===== src/rtl/playback_sequencer.sv =====
// Transport controller for the music player: play/pause/stop/repeat/skip
// over a beat index that advances on rising edges of play_clk.
module playback_sequencer #(
  parameter int LEN   = 512,
  parameter int IDX_W = 9,
  parameter int SKIP  = 16
) (
  input  logic             clk,
  input  logic             rst,
  input  logic             play_clk,
  input  logic             play_1p,
  input  logic             stop_1p,
  input  logic             fwd_1p,
  input  logic             back_1p,
  input  logic             repeat_en,
  output logic [IDX_W-1:0] beat_idx,
  output logic             playing,
  output logic [1:0]       state,
  output logic             done_pulse,
  output logic             wrap_pulse
);

  typedef enum logic [1:0] {
    ST_STOP  = 2'd0,
    ST_PLAY  = 2'd1,
    ST_PAUSE = 2'd2,
    ST_DONE  = 2'd3
  } state_t;

  localparam logic [IDX_W:0] W_LAST = (IDX_W+1)'(LEN - 1);
  localparam logic [IDX_W:0] W_SKIP = (IDX_W+1)'(SKIP);

  state_t           r_state;
  logic [IDX_W-1:0] r_idx;
  logic             r_playing;
  logic             r_done;
  logic             r_wrap;
  logic             r_pclk_d;

  logic             w_tick;
  logic             w_skip_f;
  logic             w_skip_b;
  logic             w_skip;
  logic             w_at_end;
  logic [IDX_W:0]   w_fwd_sum;
  logic [IDX_W-1:0] w_fwd_sat;
  logic [IDX_W-1:0] w_back_sat;
  logic [IDX_W-1:0] w_skip_idx;

  assign w_tick   = play_clk & ~r_pclk_d;
  // Simultaneous fwd and back cancel each other out.
  assign w_skip_f = fwd_1p & ~back_1p;
  assign w_skip_b = back_1p & ~fwd_1p;
  assign w_skip   = w_skip_f | w_skip_b;
  assign w_at_end = ({1'b0, r_idx} == W_LAST);

  // One extra bit keeps the forward sum from wrapping before saturation.
  assign w_fwd_sum  = {1'b0, r_idx} + W_SKIP;
  assign w_fwd_sat  = (w_fwd_sum > W_LAST) ? W_LAST[IDX_W-1:0]
                                           : w_fwd_sum[IDX_W-1:0];
  assign w_back_sat = ({1'b0, r_idx} < W_SKIP) ? '0
                                               : r_idx - W_SKIP[IDX_W-1:0];
  assign w_skip_idx = w_skip_f ? w_fwd_sat : w_back_sat;

  always_ff @(posedge clk) begin
    if (!rst) begin
      r_state   <= ST_STOP;
      r_idx     <= '0;
      r_playing <= 1'b0;
      r_done    <= 1'b0;
      r_wrap    <= 1'b0;
      r_pclk_d  <= 1'b1;
    end else begin
      r_pclk_d <= play_clk;
      r_done   <= 1'b0;
      r_wrap   <= 1'b0;
      unique case (r_state)
        ST_STOP: begin
          r_idx <= '0;
          if (!stop_1p && play_1p) begin
            r_state   <= ST_PLAY;
            r_playing <= 1'b1;
          end
        end
        ST_PLAY: begin
          if (stop_1p) begin
            r_state   <= ST_STOP;
            r_idx     <= '0;
            r_playing <= 1'b0;
          end else if (play_1p) begin
            r_state   <= ST_PAUSE;
            r_playing <= 1'b0;
          end else if (w_skip) begin
            r_idx <= w_skip_idx;
          end else if (w_tick) begin
            if (!w_at_end) begin
              r_idx <= r_idx + 1'b1;
            end else if (repeat_en) begin
              r_idx  <= '0;
              r_wrap <= 1'b1;
            end else begin
              r_state   <= ST_DONE;
              r_playing <= 1'b0;
              r_done    <= 1'b1;
            end
          end
        end
        ST_PAUSE: begin
          if (stop_1p) begin
            r_state <= ST_STOP;
            r_idx   <= '0;
          end else if (play_1p) begin
            r_state   <= ST_PLAY;
            r_playing <= 1'b1;
          end else if (w_skip) begin
            r_idx <= w_skip_idx;
          end
        end
        ST_DONE: begin
          if (stop_1p) begin
            r_state <= ST_STOP;
            r_idx   <= '0;
          end else if (play_1p) begin
            r_state   <= ST_PLAY;
            r_idx     <= '0;
            r_playing <= 1'b1;
          end else begin
            r_idx <= W_LAST[IDX_W-1:0];
          end
        end
        default: begin
          r_state   <= ST_STOP;
          r_idx     <= '0;
          r_playing <= 1'b0;
        end
      endcase
    end
  end

  assign beat_idx   = r_idx;
  assign playing    = r_playing;
  assign state      = r_state;
  assign done_pulse = r_done;
  assign wrap_pulse = r_wrap;

endmodule


===== config.mk =====
export PLATFORM = sky130hd
export DESIGN_NAME = playback_sequencer
export DESIGN_NICKNAME = d
export VERILOG_FILES = /design/src/rtl/playback_sequencer.sv
export SDC_FILE = /design/constraint.sdc
export NUM_CORES = 1
export LEC_CHECK = 0
export BUFFER_PORTS_ARGS = -buffer_cell sky130_fd_sc_hd__buf_2
export CAP_MARGIN = 20
export CORE_MARGIN = 2
export CORE_UTILIZATION = 55
export CTS_BUF_LIST = sky130_fd_sc_hd__clkbuf_8
export CTS_CLUSTER_DIAMETER = 120
export DETAILED_ROUTE_END_ITERATION = 6
export PLACE_DENSITY = 0.78
export SYNTH_ARGS = -nofsm -noshare
export SYNTH_HDL_FRONTEND = slang
export SYNTH_SLANG_ARGS = --single-unit

===== constraint.sdc =====
create_clock -name clk -period 2.48 [get_ports clk]
set_input_delay 0.124 -clock clk [delete_from_list [all_inputs] [get_ports clk]]
set_output_delay 0.124 -clock clk [all_outputs]
set_load 0.1 [all_outputs]

==> run_results.csv, run 1 <==
group,metric,value,unit
critical_path,path_cells,"ha_1 > nand3_1 > nor2_1 > ha_2 > a211oi_2 > o22ai_4 > or3_4 > o32ai_2",
route,dr.pass1.iters,4,
cts,hold_buffers,0,
die,die_y,53.4,um
synthesis,synthTopCellsByCount,"dfxtp_1 (15), nor2_1 (15), o21ai_0 (13)",
run,cap_violations,0,
die,core.rowCount,17,
synthesis,ys_ff_latch,15,
synthesis,yosysTopAreaCell,"dfxtp_1",
sta,finalCritPeriodShare,94.9,%
sta,fmax,0.425,GHz
synthesis,synth-edff-count,0,
global_route,grt_pass1_vias,1244,
place,io_buffers,21,
cts,ctsRootBufferMaster,"clkbuf_8",
synthesis,async_reset_ff_share,0,%
min_path,hp-class,"input port to register",
route,num_vias,1491,
cts,clock_latency,0.26,ns
critical_path,arrival,2.52,ns
global_route,overflow,0,
sta,max-slew-margin-rel,62.5,%
critical_path,r2r_slack,0.13,ns
sta,skew,0.00513,ns
critical_path,required,2.65,ns
cts,cts_sinks,15,
synthesis,synthesis.area,1340,um2
cts,clk_pin_slew,0.07,ns
global_route,grt_pass1_wl,6150,um
cts,numCtsBuffers,3,
die,start_util,59.5,%
synthesis,syn_area_per_cell,7.66,um2
run_status,status,"complete, no violations",
die,die_x,53.4,um
global_route,grt_usage,29.3,%
route,wl_per_cell,17.3,um
sta,setup_tns,0,ns
sta,holdWs,0.0302,ns
cts,cts_buffer_depth,2,
final_layout,area_growth,12.5,%
cts,cts_tree,"done",
sta,final_hold_viol_count,0,
final_layout,postLayoutCoreUtil,66.9,%
synthesis,synth-warning-count,0,
synthesis,netlist_top_cells_area,"dfxtp_1 (22%), o21ai_0 (4.9%), ha_1 (4.7%), nor2_1 (4.2%), a21oi_1 (4.1%)",
power,finalPower,0.570,mW
die,io_pins,22,
synthesis,synth_nets,188,
critical_path,cpPeakStageDelay,0.46,ns
final_layout,diodes,0,
place,hpwl,2720,um
die,die_area,2850,um2
cts,h-tree-depth,1,
synthesis,synth_cell_type_count,55,
sta,setup_violations,0,
critical_path,critPathCaptureType,"register",
sta,finalMaxSlewViolations,0,
critical_path,cp-start-kind,"register",
critical_path,critPathBufInv,0,
critical_path,worstSetupPathType,"register to register",
route,first_iter_violations,84,
synthesis,synth_flop_cell,"dfxtp_1",
power,p_per_area,377,nW/um2
die,core_area,2250,um2
global_route,grt_max_degree,16,
final_layout,fin_nets,206,
sta,rsz0062_at_grt,"no",
route,viasPerCell,6.78,
power,ir_drop,384,uV
power,leakagePower,0.608,nW
critical_path,crit_fanout,10,
place,gp_congestion,0.987,
synthesis,synthCells,175,
cts,post_cts_buffers,0,
synthesis,synth_top_area_share,22.4,%
critical_path,crit_path_top_delay_cell,"or3_4",
sta,worstMarginPinSlew,0.558,ns
route,wl,3810,um
route,postRouteAntennaNets,0,
critical_path,crit_family,"compound AO/OA/AOI/OAI gates",
global_route,antenna_found_initial,0,
sta,period_needed,2.35,ns
final_layout,drive_gt1_share,25.5,%
route,drc,0,
synthesis,yosysSeqAreaShare,22.4,%
==> worst paths after layout <==
check	start	endpoint	cells after the start
hold reg to reg	playing	playing	2
hold / removal	repeat_en	done_pulse	2
setup reg to reg	beat_idx[0]	beat_idx[4]	8
setup / recovery	beat_idx[0]	beat_idx[4]	8
==> metrics by stage <==
| stage | worst slack [ns] | cells | cell area, um2 |
|---|---|---|---|
| floorplan | 0.0730 | 175 | 1350 |
| global placement | 0.269 | 216 | 1450 |
| detailed placement | 0.183 | 216 | 1450 |
| CTS | 0.158 | 220 | 1490 |
| global route | 0.0288 | 220 | 1510 |
| finish | 0.126 | 220 | 1510 |
==> registers in the layout, summed over array words and instances (netlist names) <==
name,flops
r_pclk_d,1
done_pulse,1
state,2
beat_idx,9
wrap_pulse,1
playing,1
==> timing repair <==
action                                 in CTS  in global routing
resized for setup                           0                  3
endpoints found under the hold margin       0                  0
setup endpoints to repair                   0                  2
==> layout make-up <==
type / count / area, um2
multi-input combinational: 134 / 918
clock inverter: 1 / 5.00
fill: 218 / 746
sequential: 15 / 310
timing repair buffer: 28 / 158
tap: 28 / 35.0
clock buffer: 3 / 41.3
inverter: 11 / 41.3
==> worst reg2reg max path: cells and delay by family (launching register included) <==
family,cells,cell delay [ns]
simple gates,3,0.67
fa+ha+maj,2,0.47
compound gates,3,0.75
flops,1,0.36
==> per-layer routing <==
layer / track usage, % / share of wire, %
met5: 0 / 0
met2: 45.7 / 48
met1: 39.0 / 40
met4: 13.2 / 2.8
met3: 4.80 / 9.3
==> placed cells by master (no fill, tap or decap), types with 3 or more instances in the layout <==
cell type	n
a21oi_1	11
a221oi_1	3
buf_2	21
buf_4	7
clkbuf_8	3
dfxtp_1	7
dfxtp_2	8
ha_1	4
inv_1	11
nand2_1	8
nand2b_1	4
nand3_1	9
nand4_1	4
nor2_1	15
nor3_1	5
nor4_1	4
o21ai_0	13
xnor2_1	4
==> power breakdown <==
part | switching [mW] | internal (mW)
logic | 0.0814 | 0.0329
registers | 0.00393 | 0.245
clock network | 0.0949 | 0.112
total | 0.180 | 0.389
==> cells by family (layout without fill, tap and decap cells) <==
| logic type | after synthesis | in the layout | synth area share, % |
|---|---|---|---|
| muxes | 2 | 2 | 1.59 |
| adders and majority gates | 5 | 5 | 4.66 |
| and+or+nand+nor | 64 | 64 | 26.7 |
| xor gates and xnor gates | 5 | 5 | 3.26 |
| DFF | 15 | 15 | 22.4 |
| AOI/OAI and AO/OA | 58 | 58 | 31.2 |
| buffers and inverters | 26 | 43 | 10.3 |
Note: power is estimated with default switching activity, not from simulation.
==> inputs of run 2 (changes only) <==
- CORE_UTILIZATION: 55 -> 45
- PLACE_DENSITY: 0.78 -> 0.66
==> run 2 against run 1 <==
Against the previous run: the run now ends with DRC left; utilization fell by 14 points; first-iteration DRC count fell by 25%; register-to-register slack improved by 0.09 ns; final cell count did not move; sequential power barely moved; wire length fell by 6.3%; clock-buffer cell count did not move; final area fell by 2.1%; sequential cell count did not move; hold slack improved by 0.0061 ns; critical path depth rose by 1; critical path type unchanged; largest power group unchanged.
==> run_results.csv, run 2 (synthesis gave the netlist of run 1 again) <==
group,metric,value,unit
global_route,antenna_found_initial,0,
critical_path,crit_fanout,12,
run,cap_violations,0,
sta,finalCritPeriodShare,91.2,%
global_route,grt_max_degree,17,
power,internal-power,0.387,mW
die,die_y,58.6,um
cts,hold_buffers,0,
critical_path,worstSetupPathType,"register to register",
sta,final_hold_viol_count,0,
die,die_area,3430,um2
die,core.rowCount,19,
final_layout,final_cell_mix,"buf_2 (21), nor2_1 (15), o21ai_0 (13)",
sta,worstMarginPinSlew,0.551,ns
die,core_area,2810,um2
route,wl_per_cell,16.3,um
run_status,status,"complete, but fails checks",
final_layout,drive_gt1_share,23.8,%
critical_path,arrival,2.39,ns
cts,cts_tree,"done",
route,drc,2,
critical_path,critPathCaptureType,"register",
cts,h-tree-depth,1,
sta,period_needed,2.26,ns
die,start_util,47.8,%
power,clockPowerShare,36.8,%
place,dpl_worst_slack,0.196,ns
route,dr.pass1.iters,7,
route,first_iter_violations,63,
cts,ctsRootBufferMaster,"clkbuf_8",
power,leakagePower,0.591,nW
cts,numCtsBuffers,3,
place,dp_cells,216,
sta,setup_violations,0,
route,postRouteAntennaNets,0,
sta,skew,0.00102,ns
critical_path,required,2.61,ns
power,p_sw,0.176,mW
global_route,grt_pass1_vias,1274,
power,seqPwrFrac,44.1,%
final_layout,layout_commonest_cell,"buf_2",
power,ir_drop,359,uV
cts,clk_pin_slew,0.06,ns
route,num_vias,1426,
run_status,violations,"DRC",
sta,setup_slack,0.218,ns
place,io_buffers,21,
power,p_comb_share,19.0,%
global_route,overflow,0,
sta,setup_tns,0,ns
cts,cts_buffer_depth,2,
cts,cts_sinks,15,
cts,clock_latency,0.25,ns
final_layout,largest_register_ffs,9,
die,io_pins,22,
sta,finalMaxSlewViolations,0,
sta,max-slew-margin-rel,63.0,%
final_layout,fin_nets,203,
min_path,hp-class,"input port to register",
route,viasPerCell,6.48,
global_route,grt_pass1_wl,6020,um
final_layout,diodes,0,
power,p_per_area,381,nW/um2
final_layout,area_growth,10.2,%
die,die_x,58.6,um
sta,fmax,0.442,GHz
place,hpwl,2710,um
place,gp_congestion,0.906,
power,switching_share,31.3,%
global_route,grt_usage,22.9,%
critical_path,cp-start-kind,"register",
route,wl,3580,um
final_layout,fin_cells,220,
sta,rsz0062_at_grt,"no",
-- run 2: cell count changes in the layout (fill, tap and decap cells not counted), sizes merged --
| cell | before | now |
|---|---|---|
| buf | 28 | 25 |
-- run 2: path summary, 6_finish.rpt --
check / startpoint / endpoint / slack (ns) / cells past startpoint
setup reg to reg: beat_idx[5] / beat_idx[3] / 0.22 / 9
hold / removal: repeat_en / done_pulse / 0.04 / 2
hold reg to reg: playing / playing / 0.48 / 2
setup / recovery: beat_idx[5] / beat_idx[3] / 0.22 / 9
-- run 2: timing repair --
action	in CTS	in global routing
hold endpoints to repair	0	0
setup buffers	0	0
setup endpoints to repair	0	3
gates resized for setup	0	1
-- run 2: worst max-delay path: stages (launching register included) --
cell and delay, ns:
dfxtp_2 0.46, ha_1 0.24, nand3_1 0.11, nor2_1 0.13
ha_2 0.26, nand2b_1 0.21, o32ai_1 0.11, a311o_1 0.33
a22oi_1 0.19, o22ai_1 0.10
-- run 2: final cells by class --
class                           instances  area, um2
Inverter                               11       41.3
Timing Repair Buffer                   25        135
Sequential cell                        15        310
Multi-Input combinational cell        134        906
Clock inverter                          1       5.00
Fill cell                             266       1330
Clock buffer                            3       41.3
Tap cell                               31       38.8
-- run 2: metal layers --
metal,part of all wire (%),wire length [um],track usage (%),up-vias
li1,-,-,-,687
met3,7.2,256,3.30,13
met2,45,1610,35.3,71
met1,45,1590,30.6,655
met5,0,0,0,-
met4,3.2,116,12.7,0
-- run 2: metrics by stage --
| stage | utilization [%] | hold slack [ns] | cell area (um2) | power [mW] |
|---|---|---|---|---|
| finish | 52.7 | 0.0363 | 1480 | 0.563 |
| floorplan | - | 0.196 | 1350 | 0.339 |
| global route | 52.7 | 0.0290 | 1480 | 0.587 |
| global placement | 50.9 | 0.295 | 1430 | 0.358 |
| detailed placement | 50.9 | 0.300 | 1430 | 0.359 |
| CTS | 52.6 | 0.0267 | 1480 | 0.567 |
-- run 2: power groups by stage --
| stage | Combinational, mW | Sequential [mW] | Clock, mW |
|---|---|---|---|
| after global routing | 0.116 | 0.249 | 0.222 |
| final | 0.107 | 0.248 | 0.207 |
| after detailed placement | 0.105 | 0.254 | 0 |
| after CTS | 0.105 | 0.248 | 0.214 |
| after global placement | 0.105 | 0.254 | 0 |
| after floorplan | 0.0632 | 0.275 | 0 |
==> inputs of run 3 (changes only) <==
- PLACE_DENSITY: 0.66 -> 0.69
- clock period: 2.48 -> 2 ns (I/O delays scaled with it)
==> run 3 against run 2 <==
Against the previous run: the run now ends clean; wire length up 20%; total power up 25%; via count up 9.6%; sequential share of layout area down 1.4 points; clock power up 20%; critical path depth down 1; utilization up 8.1 points; hold slack worse by 0.026 ns; final area up 15%; fmax up 13%; critical path type unchanged.
==> run_results.csv, run 3 (synthesis gave the netlist of run 1 again) <==
group,metric,value,unit
run_status,status,"complete, no violations",
final_layout,multiInputGateArea,1010,um2
sta,finalCritPeriodShare,99.7,%
place,dpl_cell_area,1540,um2
sta,fmax,0.502,GHz
cts,cts_tree,"done",
critical_path,crit_fanout,8,
cts,hold_buffers,0,
global_route,grt_pass1_vias,1355,
final_layout,fin_area,1710,um2
place,io_buffers,21,
final_layout,final_cell_mix,"buf_2 (21), buf_4 (18), nor2_1 (14)",
cts,h-tree-depth,1,
critical_path,critPathCaptureType,"register",
final_layout,drive_gt1_share,34.5,%
sta,finalMaxSlewViolations,0,
critical_path,cp-start-kind,"register",
sta,final_hold_viol_count,0,
global_route,overflow,0,
power,switching_share,31.8,%
cts,cts_sinks,15,
final_layout,diodes,0,
min_path,hp-class,"input port to register",
route,num_vias,1563,
sta,rsz0062_at_grt,"yes",
power,p_sw,0.223,mW
cts,numCtsBuffers,3,
cts,clk_pin_slew,0.06,ns
power,seqPwrFrac,43.0,%
final_layout,fin_cells,234,
sta,skew,0.00259,ns
route,postRouteAntennaNets,0,
place,hpwl,2860,um
place,gp_congestion,0.916,
die,die_area,3430,um2
place,dp_cells,222,
global_route,grt_pass1_wl,6380,um
final_layout,fin_nets,217,
power,finalPower,0.702,mW
sta,period_needed,1.99,ns
final_layout,largest_register_ffs,9,
route,wl_per_cell,18.3,um
global_route,grt_max_degree,17,
critical_path,required,2.14,ns
final_layout,layout_commonest_cell,"buf_2",
final_layout,seqCellArea,334,um2
power,ir_drop,357,uV
sta,holdWs,0.00995,ns
final_layout,fill_cells,260,
sta,setup_violations,0,
sta,max-slew-margin-rel,61.1,%
critical_path,arrival,2.13,ns
final_layout,area_growth,27.1,%
power,internal-power,0.479,mW
power,clockPowerShare,35.3,%
route,first_iter_violations,117,
cts,clock_latency,0.25,ns
cts,cts_buffer_depth,2,
route,wl,4280,um
critical_path,worstSetupPathType,"register to register",
route,viasPerCell,6.68,
sta,worstMarginPinSlew,0.580,ns
cts,ctsRootBufferMaster,"clkbuf_8",
die,core_area,2810,um2
power,leakagePower,0.677,nW
power,p_per_area,412,nW/um2
run,cap_violations,0,
global_route,antenna_found_initial,0,
route,dr.pass1.iters,4,
global_route,grt_usage,24.2,%
die,die_y,58.6,um
die,start_util,47.8,%
die,core.rowCount,19,
power,p_comb_share,21.7,%
die,die_x,58.6,um
die,io_pins,22,
route,drc,0,
[run 3: cell count changes in the layout (fill, tap and decap cells not counted), moves of 2 or more]
cell	delta
buf_4	+14
dfxtp_4	+8
dfxtp_2	-5
dfxtp_1	-3
ha_4	+3
ha_1	-2
nand3_1	-2
nand3_4	+2
[run 3: timing repair]
| item | 4_1_cts | 5_1_grt |
|---|---|---|
| endpoints found under the setup margin | 0 | 7 |
| endpoints found under the hold margin | 0 | 0 |
| gates resized for setup | 0 | 9 |
| buffers inserted | 0 | 8 |
[run 3: stage by stage]
stage,setup slack (ns),util [%],setup TNS (ns)
floorplan,-0.0136,-,-0.0136
global placement,0.117,55.0,0
detailed placement,0.0365,55.0,0
CTS,0.0177,56.6,0
global route,-0.0389,60.8,-0.0817
finish,0.00620,60.8,0
[run 3: layout make-up]
type                       instances  share of cell area (%)
tap                               31                    2.27
multi-input combinational        134                    59.0
inverter                          11                    2.42
sequential                        15                    19.6
clock inverter                     1                   0.220
timing repair buffer              39                    14.1
clock buffer                       3                    2.42
[run 3: per-layer routing]
metal  GRT usage (%)  vias to the layer above  wire (um)
li1                -                      717          -
met4            13.3                        0        121
met3            4.84                       14        383
met5               0                        -          0
met2            38.7                       94       2040
met1            30.6                      738       1730
[run 3: worst max-delay path, cell delays in order (launching register included)]
cell	delay, ns
dfxtp_4	0.35
ha_4	0.17
nand3_4	0.10
nor2_4	0.04
ha_4	0.18
a211oi_4	0.27
o22ai_2	0.15
buf_4	0.19
o41a_1	0.42
[run 3: worst paths after layout]
| check | start | end | slack (ns) | cells past startpoint |
|---|---|---|---|---|
| worst min register to register | playing | playing | 0.52 | 2 |
| worst max register to register | beat_idx[5] | beat_idx[0] | 0.006 | 8 |
| worst min-delay path | repeat_en | done_pulse | 0.01 | 2 |
| worst max-delay path | beat_idx[5] | beat_idx[0] | 0.006 | 8 |
[run 3: power by group through the flow]
| stage | registers (mW) | clock network (mW) | logic [mW] |
|---|---|---|---|
| 6_report | 0.302 | 0.248 | 0.152 |
| 5_1_grt | 0.302 | 0.268 | 0.160 |
| 4_1_cts | 0.302 | 0.253 | 0.140 |
| 3_5_place_dp | 0.309 | 0 | 0.139 |
| 3_3_place_gp | 0.308 | 0 | 0.139 |
| 2_1_floorplan | 0.332 | 0 | 0.0811 |
